$ cat config.mk
export PLATFORM = sky130hd
export DESIGN_NAME = approx_err_monitor
export DESIGN_NICKNAME = d
export VERILOG_FILES = /design/src/rtl/approx_err_monitor.sv
export SDC_FILE = /design/constraint.sdc
export NUM_CORES = 1
export LEC_CHECK = 0
export ABC_AREA = 0
export BUFFER_PORTS_ARGS = -buffer_cell sky130_fd_sc_hd__buf_2
export CAP_MARGIN = 15
export CORE_MARGIN = 4
export CORE_UTILIZATION = 50
export CTS_CLUSTER_DIAMETER = 60
export DETAILED_ROUTE_END_ITERATION = 10
export PLACE_DENSITY = 0.7
export SYNTH_ARGS = -nofsm -noshare
export SYNTH_HDL_FRONTEND = slang
export SYNTH_SLANG_ARGS = --single-unit
$ cat constraint.sdc
create_clock -name clk -period 23.1 [get_ports clk]
set_input_delay 3.465 -clock clk [delete_from_list [all_inputs] [get_ports clk]]
set_output_delay 3.465 -clock clk [all_outputs]
set_load 0.005 [all_outputs]
$ cat src/rtl/approx_err_monitor.sv
// Error-statistics monitor for approximate 32-bit adders: compares each beat's
// approximate sum against the exact sum and accumulates count / max / summed error.
module approx_err_monitor #(
    parameter int CNT_W = 16,
    parameter int ACC_W = 49
) (
    input  logic             clk,
    input  logic             rst,
    input  logic             start,
    input  logic [CNT_W-1:0] num_samples,
    input  logic             in_valid,
    output logic             in_ready,
    input  logic [31:0]      in_a,
    input  logic [31:0]      in_b,
    input  logic [32:0]      in_sum,
    output logic             busy,
    output logic             done,
    output logic [CNT_W-1:0] sample_count,
    output logic [CNT_W-1:0] err_count,
    output logic [32:0]      max_ed,
    output logic [ACC_W-1:0] sum_ed,
    output logic             sat
);

    typedef enum logic [1:0] {
        IDLE  = 2'd0,
        RUN   = 2'd1,
        DRAIN = 2'd2,
        DONE  = 2'd3
    } state_t;

    state_t             state_q;
    logic [CNT_W-1:0]   n_q;
    logic [CNT_W-1:0]   acc_cnt_q;

    logic               s1_vld_q;
    logic [31:0]        a_q;
    logic [31:0]        b_q;
    logic [32:0]        sum_q;

    logic               s2_vld_q;
    logic [32:0]        ed_q;

    logic [CNT_W-1:0]   sample_count_q;
    logic [CNT_W-1:0]   err_count_q;
    logic [32:0]        max_ed_q;
    logic [ACC_W-1:0]   sum_ed_q;
    logic               sat_q;

    logic               accept;
    logic               start_ok;
    logic [32:0]        exact_d;
    logic [32:0]        ed_d;
    logic [ACC_W:0]     sum_wide_d;

    assign in_ready = (state_q == RUN);
    assign busy     = (state_q == RUN) || (state_q == DRAIN);
    assign done     = (state_q == DONE);
    assign accept   = in_valid && in_ready;
    assign start_ok = start && ((state_q == IDLE) || (state_q == DONE));

    // Run control: the accept counter, not the stats, decides when input closes.
    always_ff @(posedge clk or posedge rst) begin
        if (rst) begin
            state_q   <= IDLE;
            n_q       <= '0;
            acc_cnt_q <= '0;
        end else begin
            case (state_q)
                IDLE, DONE: begin
                    if (start_ok) begin
                        n_q       <= num_samples;
                        acc_cnt_q <= '0;
                        state_q   <= (num_samples == '0) ? DONE : RUN;
                    end
                end
                RUN: begin
                    if (accept) begin
                        acc_cnt_q <= acc_cnt_q + CNT_W'(1);
                        if (acc_cnt_q == n_q - CNT_W'(1))
                            state_q <= DRAIN;
                    end
                end
                DRAIN: begin
                    if (!s1_vld_q && !s2_vld_q)
                        state_q <= DONE;
                end
                default: state_q <= IDLE;
            endcase
        end
    end

    // S1: capture the beat.
    always_ff @(posedge clk or posedge rst) begin
        if (rst) begin
            s1_vld_q <= 1'b0;
            a_q      <= '0;
            b_q      <= '0;
            sum_q    <= '0;
        end else begin
            s1_vld_q <= accept;
            if (accept) begin
                a_q   <= in_a;
                b_q   <= in_b;
                sum_q <= in_sum;
            end
        end
    end

    // S2: exact sum and absolute error distance.
    assign exact_d = {1'b0, a_q} + {1'b0, b_q};
    assign ed_d    = (exact_d >= sum_q) ? (exact_d - sum_q) : (sum_q - exact_d);

    always_ff @(posedge clk or posedge rst) begin
        if (rst) begin
            s2_vld_q <= 1'b0;
            ed_q     <= '0;
        end else begin
            s2_vld_q <= s1_vld_q;
            if (s1_vld_q)
                ed_q <= ed_d;
        end
    end

    // S3: one extra accumulator bit catches overflow past the clamp value.
    assign sum_wide_d = {1'b0, sum_ed_q} + {{(ACC_W-32){1'b0}}, ed_q};

    always_ff @(posedge clk or posedge rst) begin
        if (rst) begin
            sample_count_q <= '0;
            err_count_q    <= '0;
            max_ed_q       <= '0;
            sum_ed_q       <= '0;
            sat_q          <= 1'b0;
        end else if (start_ok) begin
            sample_count_q <= '0;
            err_count_q    <= '0;
            max_ed_q       <= '0;
            sum_ed_q       <= '0;
            sat_q          <= 1'b0;
        end else if (s2_vld_q) begin
            sample_count_q <= sample_count_q + CNT_W'(1);
            if (ed_q != '0)
                err_count_q <= err_count_q + CNT_W'(1);
            if (ed_q > max_ed_q)
                max_ed_q <= ed_q;
            if (sum_wide_d[ACC_W]) begin
                sum_ed_q <= '1;
                sat_q    <= 1'b1;
            end else begin
                sum_ed_q <= sum_wide_d[ACC_W-1:0];
            end
        end
    end

    assign sample_count = sample_count_q;
    assign err_count    = err_count_q;
    assign max_ed       = max_ed_q;
    assign sum_ed       = sum_ed_q;
    assign sat          = sat_q;

endmodule

==> flow_summary.json <==
{
  "cts_tree": "built",
  "grt_max_degree": 100,
  "cts_setup_buffers": 0,
  "drive_gt1_frac": 0.165,
  "start_util": 0.509,
  "min_period_ps": 6580,
  "clock_sinks": 281,
  "cts_buffers": 34,
  "cp-end-kind": "flop",
  "diodes": 0,
  "grt_overflow": 0,
  "finalHoldViolations": 0,
  "clock_latency_ps": 560,
  "hp-start": "s1_vld_q",
  "syn_nets": 2538,
  "rows": 72,
  "worst_slew_pin_slew_ps": 1150,
  "ys_warn_count": 0,
  "first_global_vias": 16500,
  "min_path_type": "reg -> reg",
  "final_util": 0.577,
  "drt-pass1-iter-count": 5,
  "drtIter0Drc": 990,
  "syn_to_final_growth_pct": 13.3,
  "dieArea_um2": 42900,
  "place_hpwl_mm": 39.4,
  "cts_hold_buffers": 0,
  "antenna_found_initial": 0,
  "outcome": "completed",
  "dieHeight_um": 207,
  "layout_common_cells": "dfrtp_1, buf_2, a21oi_1",
  "fp.coreArea_um2": 38900,
  "fmax_mhz": 152,
  "wl_per_cell_um": 17.5,
  "synthesis.instances": 2246,
  "synth_top_area_share": 0.355,
  "synthFlopType": "dfrtp_1",
  "drt-total-wl_mm": 51.9,
  "cts_resized": 0,
  "worstPathRequired_ps": 23510,
  "track_usage": 0.234,
  "syn_area_um2": 19800,
  "synthArstFlopShare": 1.00,
  "drc_errors": 0,
  "final_common_cell": "dfrtp_1",
  "drv_slew": 0,
  "htreeDepth": 2,
  "fin_skew_ps": 30.7,
  "fin_nets": 2710,
  "clockRootBuffer": "clkbuf_16",
  "io_pins": 235,
  "via_per_inst": 5.75,
  "slew_headroom": 0.232,
  "timing.final.crit_share": 0.285,
  "die_x_um": 207,
  "yosys.cell_types.count": 77,
  "place_area_um2": 21300,
  "r2r-start": "a_q[6]",
  "startpoint": "a_q[6]",
  "ant_nets": 0,
  "critPathKind": "reg -> reg",
  "synth_edf_count": 0,
  "seq_area_frac_synth": 0.355,
  "rsz0062_at_grt": "no",
  "cts_buffer_depth": 3,
  "synth.largest_area_cell": "dfrtp_1",
  "synth-seq-cells": 281,
  "postLayoutCellArea_um2": 22500,
  "cp_data_arrival_time_ps": 6990,
  "vias": 17000,
  "avgSynthCellArea_um2": 8.82,
  "synth_area_leaders": "dfrtp_1, ha_1, a21oi_1",
  "clkTransAtPathRegs_ps": 60,
  "place.gp.congestion": 0.931,
  "drv_cap": 0,
  "critical_path.max_fanout": 24,
  "setup-tns-final_ps": 0,
  "port_buffers": 234,
  "grt_pass1_wl_mm": 85.1,
  "cp-start-kind": "flop",
  "setup_viol": 0,
  "holdWs_ps": 406
}
==> worst max-delay path, cell delays in order (launching register included) <==
cell and delay [ps]:
dfrtp_1 380, ha_1 360, a2111oi_0 780, a2111oi_0 160, o21ai_0 220, a311o_1 280, a31oi_1 130, o211ai_1 240
nand2_1 150, a21o_1 200, a21o_1 200, xor2_1 150, ha_1 500, nand4_1 240, or4_1 510, o31ai_4 310
a211o_1 730, o211ai_1 220, o41ai_2 120, o211ai_1 140, xor2_1 160, mux2_2 260
==> state kept, by name, summed over array words and instances (netlist names), 32 cells and up <==
register / flops
sum_ed: 49
sum_q: 33
a_q: 32
ed_q: 33
b_q: 32
max_ed: 33
==> metrics by stage <==
stage          setup slack, ps  std cells
2_1_floorplan            11880       2246
3_3_place_gp             16860       2899
3_5_place_dp             16780       2899
4_1_cts                  16660       2959
5_1_grt                  16100       2960
6_report                 16520       2960
==> cells by family after synthesis <==
| group | synth area share |
|---|---|
| compound gates | 0.198 |
| xor+xnor | 0.0659 |
| fa+ha+maj | 0.112 |
| buf+inv | 0.0523 |
| flops | 0.355 |
| mux | 0.0670 |
| simple gates | 0.150 |
==> path summary, 6_finish.rpt <==
kind,end,slack [ps],cells after the start
max,ed_q[32],16520,21
min,s2_vld_q,410,0
max reg2reg,ed_q[32],16520,21
min reg2reg,s2_vld_q,410,0
max in group asynchronous,sum_ed[23],18670,3
min in group asynchronous,sum_q[4],3040,2
==> routing by layer <==
| metal | track usage | vias up | wire length (um) |
|---|---|---|---|
| li1 | - | 8291 | - |
| met1 | 0.329 | 8163 | 23800 |
| met2 | 0.372 | 483 | 23500 |
| met3 | 0.0377 | 94 | 2910 |
| met4 | 0.0798 | 0 | 1670 |
| met5 | 0 | - | 0 |
==> final cells by class <==
type	instances	area (um2)
multi-input cells	1704	11800
fillers	3487	16500
well taps	518	648
clock buffers	46	967
clock inverters	14	183
flip-flops and latches	281	7030
repair buffers	245	1270
inverters	152	578
==> cell usage after synthesis (10+ instances only) <==
| cell | instances |
|---|---|
| nand3_1 | 55 |
| o21ai_0 | 146 |
| a211oi_1 | 20 |
| mux2_2 | 69 |
| and2_1 | 10 |
| o21a_1 | 11 |
| mux2i_1 | 55 |
| nor2b_1 | 23 |
| xor2_1 | 65 |
| xnor2_1 | 84 |
| o211ai_1 | 13 |
| nor2_1 | 180 |
| nor4_1 | 15 |
| inv_1 | 152 |
| clkbuf_1 | 74 |
| ha_1 | 171 |
| nand4_1 | 45 |
| buf_2 | 18 |
| nand2_1 | 191 |
| nor3_1 | 30 |
| and3_1 | 24 |
| a31oi_1 | 20 |
| o21bai_1 | 20 |
| nand2b_1 | 18 |
| dfrtp_1 | 281 |
| or3_1 | 15 |
| a21oi_1 | 211 |
| a21o_1 | 89 |
Power is left out: the tool's default activity adds up to more than one toggle a clock period on the data nets, which glitch-free logic cannot reach.
